--- src/rtl/usb_rx_bit_decoder.sv ---
// USB full-speed receive bit recovery: realigns the bit-period counter on
// each D+ transition, samples near mid-bit, NRZI-decodes, strips stuffed
// bits and assembles LSB-first bytes.
module usb_rx_bit_decoder #(
  parameter int unsigned CLKS_PER_BIT = 8,
  parameter int unsigned SAMPLE_POINT = 3
) (
  input  logic       clk,
  input  logic       n_rst,
  input  logic       d_plus_sync,
  input  logic       edge_detect,
  input  logic       rcving,
  output logic       rx_bit,
  output logic       bit_valid,
  output logic [7:0] rx_byte,
  output logic       byte_valid,
  output logic       stuff_error
);

  localparam int unsigned CW = $clog2(CLKS_PER_BIT);

  typedef enum logic [1:0] {
    IDLE,
    WAIT_EDGE,
    RUN
  } state_t;

  state_t         state, state_nx;
  logic [CW-1:0]  cnt, cnt_nx;
  logic [2:0]     ones, ones_nx;
  logic [2:0]     bit_idx, bit_idx_nx;
  logic [7:0]     shreg, shreg_nx;
  logic           prev, prev_nx;
  logic           rx_bit_nx, bit_valid_nx, byte_valid_nx, stuff_error_nx;
  logic [7:0]     rx_byte_nx;
  logic           dec;

  always_ff @(posedge clk or negedge n_rst) begin
    if (!n_rst) begin
      state       <= IDLE;
      cnt         <= '0;
      ones        <= '0;
      bit_idx     <= '0;
      shreg       <= '0;
      prev        <= 1'b1;
      rx_bit      <= 1'b0;
      bit_valid   <= 1'b0;
      rx_byte     <= '0;
      byte_valid  <= 1'b0;
      stuff_error <= 1'b0;
    end else begin
      state       <= state_nx;
      cnt         <= cnt_nx;
      ones        <= ones_nx;
      bit_idx     <= bit_idx_nx;
      shreg       <= shreg_nx;
      prev        <= prev_nx;
      rx_bit      <= rx_bit_nx;
      bit_valid   <= bit_valid_nx;
      rx_byte     <= rx_byte_nx;
      byte_valid  <= byte_valid_nx;
      stuff_error <= stuff_error_nx;
    end
  end

  always_comb begin
    state_nx       = state;
    cnt_nx         = cnt;
    ones_nx        = ones;
    bit_idx_nx     = bit_idx;
    shreg_nx       = shreg;
    prev_nx        = prev;
    rx_bit_nx      = rx_bit;
    rx_byte_nx     = rx_byte;
    bit_valid_nx   = 1'b0;
    byte_valid_nx  = 1'b0;
    stuff_error_nx = 1'b0;
    dec            = 1'b0;

    if (!rcving) begin
      // dropping rcving also cancels any pulse due next cycle
      state_nx   = IDLE;
      cnt_nx     = '0;
      ones_nx    = '0;
      bit_idx_nx = '0;
      shreg_nx   = '0;
      prev_nx    = 1'b1;
    end else begin
      case (state)
        IDLE: state_nx = WAIT_EDGE;
        WAIT_EDGE: begin
          if (edge_detect) begin
            state_nx = RUN;
            cnt_nx   = '0;
          end
        end
        RUN: begin
          if (edge_detect) begin
            // an edge on the sample cycle takes priority; no sample then
            cnt_nx = '0;
          end else begin
            cnt_nx = (cnt == CW'(CLKS_PER_BIT - 1)) ? '0 : cnt + CW'(1);
            if (cnt == CW'(SAMPLE_POINT)) begin
              dec     = (d_plus_sync == prev);
              prev_nx = d_plus_sync;
              if (ones == 3'd6) begin
                ones_nx        = '0;
                stuff_error_nx = dec;
              end else begin
                ones_nx      = dec ? ones + 3'd1 : 3'd0;
                rx_bit_nx    = dec;
                bit_valid_nx = 1'b1;
                shreg_nx     = {dec, shreg[7:1]};
                bit_idx_nx   = bit_idx + 3'd1;
                if (bit_idx == 3'd7) begin
                  rx_byte_nx    = {dec, shreg[7:1]};
                  byte_valid_nx = 1'b1;
                end
              end
            end
          end
        end
        default: state_nx = IDLE;
      endcase
    end
  end

endmodule
--- config.mk ---
export PLATFORM = sky130hd
export DESIGN_NAME = usb_rx_bit_decoder
export DESIGN_NICKNAME = d
export VERILOG_FILES = /design/src/rtl/usb_rx_bit_decoder.sv
export SDC_FILE = /design/constraint.sdc
export NUM_CORES = 1
export LEC_CHECK = 0
export ABC_AREA = 1
export BUFFER_PORTS_ARGS = -buffer_cell sky130_fd_sc_hd__buf_2
export CAP_MARGIN = 20
export CORE_MARGIN = 4
export CORE_UTILIZATION = 56
export DETAILED_ROUTE_END_ITERATION = 7
export PLACE_DENSITY = 0.77
export SETUP_SLACK_MARGIN = 0.15
export SYNTH_ARGS = -nofsm -noshare
export SYNTH_HDL_FRONTEND = slang
export SYNTH_SLANG_ARGS = --single-unit
--- constraint.sdc ---
create_clock -name clk -period 1.9 [get_ports clk]
set_input_delay 0.095 -clock clk [delete_from_list [all_inputs] [get_ports clk]]
set_output_delay 0.095 -clock clk [all_outputs]
set_load 0.05 [all_outputs]
==> summary.md <==
| Metric | Value |
|---|---|
| RSZ-0062 raised after global routing | `no` |
| Leakage | `0.962 nW` |
| Synth warn | `0` |
| Row Count | `18` |
| Seq/Total Area, Yosys | `52.8%` |
| Reg-to-reg startpoint | `cnt[0]` |
| Worst EP arrival | `1850 ps` |
| Mapped Nets | `176` |
| Clock latency on the worst-skew pair | `340 ps` |
| DRT antenna net count | `0` |
| Util after Layout | `65.2%` |
| FF+latch count, synth | `31` |
| Worst setup EP type | `flip-flop` |
| Tot Pwr | `1.12 mW` |
| First-pass GRT wire length | `4860 um` |
| Ports | `17` |
| Final nets | `197` |
| Filler cells | `209` |
| Core Box Area | `2500 um^2` |
| Slowest cell on the critical path | `dfrtp_1` |
| Hold Startpoint | `d_plus_sync` |
| Initial core utilization | `58.9%` |
| Hold crit path type | `primary input to flip-flop` |
| Layout area overhead | `10.6%` |
| DRC | `0` |
| Initial antenna violation count | `0` |
| Most Crowded Layer GR | `met2` |
| Port buffer count | `16` |
| Setup CP Type | `flip-flop to flip-flop` |
| Gr ovfl total | `0` |
| WHS Path Cells | `3` |
| Fraction of layout cells with a size suffix above 1 | `18.4%` |
| Tightest Pin Transition | `672 ps` |
| Initial DRC Count | `48` |
| Setup total negative slack | `0 ps` |
| Critical Path Start Type | `flip-flop` |
| Grt met2 use | `28.5%` |
| CP cell instances | `ha_1 > ha_1 > nand2_4 > nor2_4 > buf_4 > nand3_1 > nand2_1` |
| Vias in the first global route | `1099` |
| Clk sinks | `31` |
| H-tree Lvls | `2` |
| CTS buffer count | `5` |
| Final WS setup | `327 ps` |
| Distinct cells, synth | `22` |
| CTS root buf | `clkbuf_4` |
| Syn_area_per_cell | `8.98 um^2` |
| Status | `completed` |
| Clk_skew | `4.27 ps` |
| Final Slew Violations | `0` |
| Ant diodes | `0` |
| Met1 global-route usage | `23.1%` |
| Placed insts | `206` |
| TritonCTS clock tree | `built` |
| Post-Layout Cell Count | `215` |
| Largest fanout on the critical path | `13` |
| Min Tclk post-route | `1570 ps` |
| Clock transition at path regs | `90 ps` |
| CP startpoint | `cnt[0]` |
| Rel. slew slack | `55.2%` |
| Period utilization | `82.8%` |
| Achievable Freq | `0.636 GHz` |
| Die Y | `59.3 um` |
| Final setup vio count | `0` |
| GRT Total Usage | `19.0%` |
| Mapped Area | `1470 um^2` |
| Max capacitance violation total | `0` |
| Placed wire-length estimate | `1950 um` |
| Die ar. | `3510 um^2` |
| Die X-Extent | `59.3 um` |
| # resized after CTS | `0` |
| Critical Path RT | `2180 ps` |
| Pre-CTS setup slack | `338 ps` |
| Vias | `1156` |
| Met3 Use GR | `7.41%` |
| Pwr dens | `688 nW/um^2` |
| Final wirelength | `2770 um` |
| Cell repeated most along the worst path | `ha_1` |
| Critical Path Max Stage Delay | `380 ps` |
| Routed WL per cell | `12.9 um` |
| Routability cong. | `0.817` |
| Router iterations before antenna repair | `4` |
| Reg2reg path depth | `7` |
| Via-per-instance ratio | `5.38` |
| Synthesized instance count | `164` |
| Largest net degree at the start of global routing | `32` |
| CTS Buffer Depth | `2` |
| Final Hold Vio Count | `0` |
| Peak supply drop | `0.516 mV` |
-- cells by family (layout without fill, tap and decap cells) --
family,after synthesis,count (layout),synth area share [%]
AND/OR/NAND/NOR,102,102,33.0
flip-flops,31,31,52.8
buffers and inverters,21,42,7.14
adder cells (fa/ha/maj),7,7,5.95
AO/OA/AOI/OAI,3,3,1.19
-- final timing paths --
path / endpoint / slack, ps
max in group asynchronous: shreg[7] / 1140
worst min register to register: rx_byte[4] / 470
worst max-delay path: shreg[1] / 330
worst min-delay path: prev / 9
worst max register to register: shreg[1] / 330
min in group asynchronous: ones[0] / 330
-- layout make-up --
class	instances	area (um^2)	share of cell area, %
flip-flops and latches	31	777	47.7
multi-input cells	112	591	36.3
repair buffers	19	108	6.61
inverters	16	60.1	3.69
clock buffers	6	51.3	3.15
well taps	30	37.5	2.30
clock inverters	1	5.00	0.307
-- sequential cells by signal (all words and copies together) (netlist names) --
name and cells:
bit_idx 3, bit_valid 1, byte_valid 1, cnt 3, ones 3, prev 1
rx_bit 1, rx_byte 8, shreg 7, state 2, stuff_error 1
-- what timing repair did --
| item | CTS | global route |
|---|---|---|
| setup buffers | 0 | 0 |
| hold buffers | 2 | 0 |
| hold endpoints to repair | 31 | 0 |
-- critical path: cells and delay by family, from the launching register on --
kind          cells  cell delay [ps]
buf+inv           1              230
fa+ha+maj         2              420
flops             1              380
simple gates      4              480
-- cells in the mapped netlist --
cell type | instances | share of area, %
nand2_2 | 3 | 1.3
nand4_1 | 4 | 1.7
buf_4 | 1 | 0.51
dfstp_2 | 1 | 1.8
inv_1 | 14 | 3.6
nor2b_1 | 1 | 0.43
nand3b_1 | 3 | 1.5
dfrtp_1 | 30 | 51
a211oi_1 | 1 | 0.51
nand2_1 | 51 | 13
nor2_4 | 2 | 1.5
inv_2 | 2 | 0.51
nor3_1 | 2 | 0.68
ha_1 | 7 | 5.9
buf_6 | 3 | 2.3
nand3_2 | 1 | 0.68
a21oi_1 | 1 | 0.34
o21ai_0 | 1 | 0.34
clkbuf_1 | 1 | 0.25
nor2_1 | 2 | 0.51
nand3_1 | 32 | 11
nand2_4 | 1 | 0.76
-- metal layers --
metal	vias to the layer above	routed length (um)
met4	0	71
met1	552	1200
li1	571	-
met5	-	0
met3	12	134
met2	21	1360
-- cell usage in the layout, fill, tap and decap left out, drive strengths merged --
master,instances
clkinv,1
nand4,4
dfstp,1
nor3,2
inv,16
ha,7
dfrtp,30
a21oi,1
nand3,33
nand2,55
buf,17
nand3b,3
nor2b,1
a211oi,1
dlygate4sd3,2
o21ai,1
nor2,4
clkbuf,6
-- power by group --
part	switching [mW]	leakage (nW)	total, mW	internal [mW]
Clock	0.218	0.0341	0.389	0.171
Sequential	0.00498	0.428	0.672	0.667
Combinational	0.0442	0.500	0.0594	0.0152
Total	0.267	0.962	1.12	0.853
-- through the flow --
step                      cell area [um^2]  hold WS (ps)
after detailed placement              1550           164
final                                 1630          8.62
after floorplan                       1470          -201
after global routing                  1630          14.3
after global placement                1550           157
after CTS                             1630          4.39
(Power assumes the default switching activity.)
